## config.mk

```make
export PLATFORM = sky130hd
export DESIGN_NAME = mdu_sequencer
export DESIGN_NICKNAME = d
export VERILOG_FILES = /design/src/rtl/mdu_sequencer.sv
export SDC_FILE = /design/constraint.sdc
export NUM_CORES = 1
export LEC_CHECK = 0
export CORE_MARGIN = 1
export CORE_UTILIZATION = 61
export CTS_CLUSTER_DIAMETER = 150
export DETAILED_ROUTE_END_ITERATION = 10
export PLACE_DENSITY = 0.83
export SYNTH_ARGS = -nofsm -noshare
export SYNTH_HDL_FRONTEND = slang
export SYNTH_SLANG_ARGS = --single-unit
```

## constraint.sdc

```tcl
create_clock -name clk -period 4 [get_ports clk]
set_input_delay 0.8 -clock clk [delete_from_list [all_inputs] [get_ports clk]]
set_output_delay 0.8 -clock clk [all_outputs]
set_load 0.03 [all_outputs]
```

## src/rtl/mdu_sequencer.sv

```systemverilog
// Iterative RV32M multiply/divide sequencer: radix-2 shift-add multiply and
// restoring divide over XLEN cycles, followed by a sign-fix cycle.
module mdu_sequencer #(
    parameter int unsigned XLEN  = 32,
    parameter int unsigned CNT_W = 5
) (
    input  logic            clk,
    input  logic            rst_n,
    input  logic            start,
    input  logic [2:0]      func3,
    input  logic [XLEN-1:0] rs1,
    input  logic [XLEN-1:0] rs2,
    output logic            busy,
    output logic            stall,
    output logic            done,
    output logic [XLEN-1:0] result
);

    localparam int unsigned PROD_W = 2 * XLEN;
    localparam logic [CNT_W-1:0] LAST_CNT = CNT_W'(XLEN - 1);

    localparam logic [2:0] F3_MUL    = 3'b000;
    localparam logic [2:0] F3_MULH   = 3'b001;
    localparam logic [2:0] F3_MULHSU = 3'b010;
    localparam logic [2:0] F3_DIV    = 3'b100;
    localparam logic [2:0] F3_REM    = 3'b110;

    typedef enum logic [1:0] {
        S_IDLE = 2'd0,
        S_CALC = 2'd1,
        S_FIX  = 2'd2,
        S_DONE = 2'd3
    } state_e;

    state_e            state_q, state_d;
    logic [2:0]        func3_q, func3_d;
    logic              neg_a_q, neg_a_d;
    logic              neg_b_q, neg_b_d;
    logic              div0_q, div0_d;
    logic [CNT_W-1:0]  count_q, count_d;
    logic [XLEN-1:0]   op_q, op_d;
    logic [PROD_W-1:0] acc_q, acc_d;
    logic [XLEN-1:0]   result_q, result_d;
    logic              busy_q, busy_d;
    logic              done_q, done_d;

    // Operand decode for the accepting edge
    logic              is_div;
    logic              a_signed, b_signed;
    logic              neg_a_in, neg_b_in;
    logic [XLEN-1:0]   mag_a, mag_b;

    // Datapath intermediates
    logic [XLEN:0]     mul_sum;
    logic [XLEN:0]     div_shift;
    logic [XLEN:0]     div_diff;
    logic              div_ge;
    logic [PROD_W-1:0] prod_fix;
    logic [XLEN-1:0]   quo_fix, rem_fix;

    assign is_div   = func3[2];
    assign a_signed = (func3 == F3_MULH) || (func3 == F3_MULHSU) ||
                      (func3 == F3_DIV)  || (func3 == F3_REM);
    assign b_signed = (func3 == F3_MULH) || (func3 == F3_DIV) || (func3 == F3_REM);
    assign neg_a_in = a_signed & rs1[XLEN-1];
    assign neg_b_in = b_signed & rs2[XLEN-1];
    // 0x80000000 negates to itself, which read as unsigned is its magnitude
    assign mag_a    = neg_a_in ? (~rs1 + XLEN'(1)) : rs1;
    assign mag_b    = neg_b_in ? (~rs2 + XLEN'(1)) : rs2;

    // Multiply step: add multiplicand into the high half on LSB, then shift right
    assign mul_sum   = {1'b0, acc_q[PROD_W-1:XLEN]} +
                       (acc_q[0] ? {1'b0, op_q} : {(XLEN+1){1'b0}});

    // Restoring divide step: high half is the remainder, low half the dividend/quotient
    assign div_shift = {acc_q[PROD_W-1:XLEN], acc_q[XLEN-1]};
    assign div_diff  = div_shift - {1'b0, op_q};
    assign div_ge    = (div_shift >= {1'b0, op_q});

    // Sign correction; divide-by-zero quotient is forced, overflow falls out naturally
    assign prod_fix = (neg_a_q ^ neg_b_q) ? (~acc_q + PROD_W'(1)) : acc_q;
    assign quo_fix  = div0_q ? {XLEN{1'b1}}
                    : ((neg_a_q ^ neg_b_q) ? (~acc_q[XLEN-1:0] + XLEN'(1)) : acc_q[XLEN-1:0]);
    assign rem_fix  = neg_a_q ? (~acc_q[PROD_W-1:XLEN] + XLEN'(1)) : acc_q[PROD_W-1:XLEN];

    // Next-state and datapath update
    always_comb begin
        state_d  = state_q;
        func3_d  = func3_q;
        neg_a_d  = neg_a_q;
        neg_b_d  = neg_b_q;
        div0_d   = div0_q;
        count_d  = count_q;
        op_d     = op_q;
        acc_d    = acc_q;
        result_d = result_q;

        unique case (state_q)
            S_IDLE: begin
                if (start) begin
                    func3_d = func3;
                    neg_a_d = neg_a_in;
                    neg_b_d = neg_b_in;
                    div0_d  = (rs2 == '0);
                    count_d = '0;
                    op_d    = is_div ? mag_b : mag_a;
                    acc_d   = {{XLEN{1'b0}}, (is_div ? mag_a : mag_b)};
                    state_d = S_CALC;
                end
            end
            S_CALC: begin
                if (func3_q[2]) begin
                    acc_d = {(div_ge ? div_diff[XLEN-1:0] : div_shift[XLEN-1:0]),
                             acc_q[XLEN-2:0], div_ge};
                end else begin
                    acc_d = {mul_sum, acc_q[XLEN-1:1]};
                end
                count_d = count_q + CNT_W'(1);
                if (count_q == LAST_CNT) begin
                    state_d = S_FIX;
                end
            end
            S_FIX: begin
                unique case (func3_q)
                    F3_MUL:            result_d = prod_fix[XLEN-1:0];
                    3'b001, 3'b010,
                    3'b011:            result_d = prod_fix[PROD_W-1:XLEN];
                    3'b100, 3'b101:    result_d = quo_fix;
                    default:           result_d = rem_fix;
                endcase
                state_d = S_DONE;
            end
            S_DONE: begin
                state_d = S_IDLE;
            end
            default: begin
                state_d = S_IDLE;
            end
        endcase

        busy_d = (state_d != S_IDLE);
        done_d = (state_d == S_DONE);
    end

    always_ff @(posedge clk or negedge rst_n) begin
        if (!rst_n) begin
            state_q  <= S_IDLE;
            func3_q  <= '0;
            neg_a_q  <= 1'b0;
            neg_b_q  <= 1'b0;
            div0_q   <= 1'b0;
            count_q  <= '0;
            op_q     <= '0;
            acc_q    <= '0;
            result_q <= '0;
            busy_q   <= 1'b0;
            done_q   <= 1'b0;
        end else begin
            state_q  <= state_d;
            func3_q  <= func3_d;
            neg_a_q  <= neg_a_d;
            neg_b_q  <= neg_b_d;
            div0_q   <= div0_d;
            count_q  <= count_d;
            op_q     <= op_d;
            acc_q    <= acc_d;
            result_q <= result_d;
            busy_q   <= busy_d;
            done_q   <= done_d;
        end
    end

    assign busy   = busy_q;
    assign done   = done_q;
    assign result = result_q;
    // Stall drops in the done cycle so the core retires on the following edge
    assign stall  = start & ~done_q;

endmodule

```

==> impl_metrics.tcl <==
set metrics [dict create \
    syn_area_um2 14200 \
    powerDensity_nw_per_um2 985 \
    die_h_um 155 \
    h-tree-depth 4 \
    max_slew_margin 0.276 \
    dieArea_um2 24000 \
    synth_edf_count 0 \
    cts_hold_buffers 0 \
    gp_congestion 1.03 \
    finalSetupTns_ns 0 \
    wl_met3_um 4710 \
    cts_max_path_buffers 2 \
    final_area_um2 16400 \
    drive_gt1_frac 0.0774 \
    grt_antenna_before_repair 1 \
    wirelength_um 49100 \
    rsz0062_at_grt "false" \
    endpoint_kind "flop" \
    tritoncts "built" \
    synthArstFlopShare 1.00 \
    grt_pass1_vias 13700 \
    cp-startpoint "acc_q[0]$_DFFE_PN0P_" \
    final_cell_mix "215 x nand2_1, 214 x nor2_1, 205 x o21ai_0, 190 x a21oi_1, 142 x dfrtp_1" \
    via_count 15000 \
    fmax_mhz 269 \
    viasPerCell 6.52 \
    place_hpwl_um 37700 \
    status "completed" \
    placed_area_um2 15800 \
    top_layer "met4" \
    finalSetupViolCount 0 \
    startpoint_type "flop" \
    nets 2118 \
    fp-row-count 55 \
    dieWidth_um 155 \
    boundaryPins 105 \
    irDropWorstVdd_uv 477 \
    yosys_warnings 0 \
    hold_violations 0 \
    grt_max_degree 101 \
    cts-buffers-inserted 17 \
    power_mw 16.1 \
    required_ns 4.28 \
    arrival_ns 3.99 \
    area_growth_pct 15.1 \
    clock_skew_ns 0.0126 \
    wl_met2_um 21600 \
    hold_class "input port to asynchronous set/reset pin" \
    io_buffer_count 104 \
    core_area_um2 22800 \
    drv_slew 0 \
    p_leak_nw 6.99 \
    synth_cell_type_count 83 \
    ys_seq_area_frac 0.251 \
    wl_per_cell_um 21.3 \
    synth_ff_type "dfrtp_1" \
    drv_cap 0 \
    grt_overflow 0 \
    clkTransAtPathRegs_ns 0.07 \
    firstDrtPassIters 6 \
    grt_pass1_wl_um 76200 \
    ys_ff_latch 143 \
    tightest_slew_ns 1.09 \
    reg2reg_from "acc_q[0]$_DFFE_PN0P_" \
    crit_type "flop to flop" \
    clockRootBuffer "clkbuf_16" \
    cts_num_sinks 143 \
    syn_nets 2052 \
    synth_cells 1910 \
    avgSynthCellArea_um2 7.45 \
    drtIter0Drc 1980 \
    post-route-period-util 0.928 \
    final_common_cell "nand2_1" \
    met1_length_um 20000 \
    grt_util_all_layers 0.412 \
    fin_crit_ns 3.71 \
    dp_slack_ns 0.160 \
    fin_ws_ns 0.287 \
    initial_core_util 0.625 \
    fill_cells 1944 \
    path_max_fanout 13 \
    antenna_left 0 \
    drcViolationCount 0 \
    insertion_delay_ns 0.45 \
]
[cell families (layout without fill, tap and decap cells)]
group | Yosys count | in the layout | synth area share
simple gates | 627 | 627 | 0.205
mux | 70 | 70 | 0.0499
compound gates | 606 | 606 | 0.256
other cells | 0 | 1 | 0
xor+xnor | 194 | 194 | 0.119
buf+inv | 198 | 277 | 0.0537
fa+ha+maj | 72 | 72 | 0.0643
flops | 143 | 143 | 0.251
[stage by stage]
step            util  instances  hold WS [ns]
6_report       0.720       2303         0.292
3_3_place_gp   0.693       2270         0.459
4_1_cts        0.719       2302         0.324
3_5_place_dp   0.693       2270         0.469
2_1_floorplan      -       1910         0.439
5_1_grt        0.720       2303         0.351
[worst max-delay path, stage by stage (launching register included)]
cell and delay (ns):
dfrtp_1 0.47, inv_1 0.17, buf_4 0.23, nor2_1 0.07, ha_1 0.36, a21o_1 0.20
a21oi_1 0.15, nor2b_1 0.07, a211oi_2 0.37, a31oi_2 0.22, a31o_2 0.29, nand3_1 0.20
o21ai_0 0.18, a31oi_1 0.24, xor2_1 0.18, o221ai_1 0.13
[final timing paths]
| kind | slack [ns] | endpoint | cells past startpoint |
|---|---|---|---|
| setup / recovery | 0.29 | acc_q[57]$_DFFE_PN0P_ | 15 |
| hold / removal | 0.29 | func3_q[1]$_DFFE_PN0P_ | 1 |
| min in group clk | 0.48 | result[16]$_DFFE_PN0P_ | 2 |
| hold reg to reg | 0.48 | result[16]$_DFFE_PN0P_ | 2 |
| setup reg to reg | 0.29 | acc_q[57]$_DFFE_PN0P_ | 15 |
| max in group asynchronous | 2.80 | acc_q[36]$_DFFE_PN0P_ | 2 |
[per-layer routing]
metal,vias to the layer above,track usage
met3,180,0.0728
met5,-,0
met4,0,0.210
li1,6901,-
met2,911,0.651
met1,7035,0.542
[registers in the layout, summed over array words and instances (netlist names)]
| register | flops |
|---|---|
| acc_q | 64 |
| count_q | 5 |
| func3_q | 3 |
| done | 1 |
| result | 32 |
| state_q | 2 |
| neg_a_q | 1 |
| op_q | 32 |
| busy | 1 |
| neg_b_q | 1 |
| div0_q | 1 |
[cell usage after synthesis (9+ instances only)]
| cell type | n | area share |
|---|---|---|
| o221ai_1 | 29 | 0.018 |
| a21o_1 | 30 | 0.016 |
| nor2b_1 | 19 | 0.0083 |
| nand4_1 | 11 | 0.0048 |
| o21a_1 | 11 | 0.0058 |
| nor3_1 | 41 | 0.014 |
| clkbuf_1 | 107 | 0.028 |
| a21oi_1 | 190 | 0.067 |
| buf_2 | 11 | 0.0039 |
| dfrtp_1 | 143 | 0.25 |
| nand2_1 | 216 | 0.057 |
| nor2_1 | 214 | 0.056 |
| inv_1 | 71 | 0.019 |
| nand2b_1 | 10 | 0.0044 |
| a31oi_1 | 19 | 0.0083 |
| a22oi_1 | 21 | 0.011 |
| o31ai_1 | 17 | 0.0090 |
| xor2_1 | 77 | 0.047 |
| nor4_1 | 10 | 0.0044 |
| o21ai_0 | 207 | 0.073 |
| xnor2_1 | 117 | 0.072 |
| a211oi_1 | 12 | 0.0063 |
| o41ai_1 | 9 | 0.0055 |
| ha_1 | 70 | 0.062 |
| or3_1 | 14 | 0.0062 |
| nand3_1 | 26 | 0.0091 |
| mux2i_1 | 62 | 0.044 |
[area by class of cell]
class	count	area (µm²)	share of cell area
multi-input combinational	1569	9960	0.608
sequential	143	3580	0.218
timing repair buffer	174	1610	0.0984
clock buffer	18	429	0.0262
tap	313	392	0.0239
inverter	71	267	0.0163
clock inverter	14	145	0.00886
antenna	1	2.50	0.000153
[report_power, final]
part           internal [mW]  switching, mW
clock network          0.881          0.773
logic                   4.67           6.86
registers               2.04          0.917
[what timing repair did]
item | in CTS | in global routing
gates resized for setup | 0 | 4
setup endpoints to repair | 0 | 7
setup buffers | 0 | 0
No activity file was read; power rests on OpenSTA's default activity.
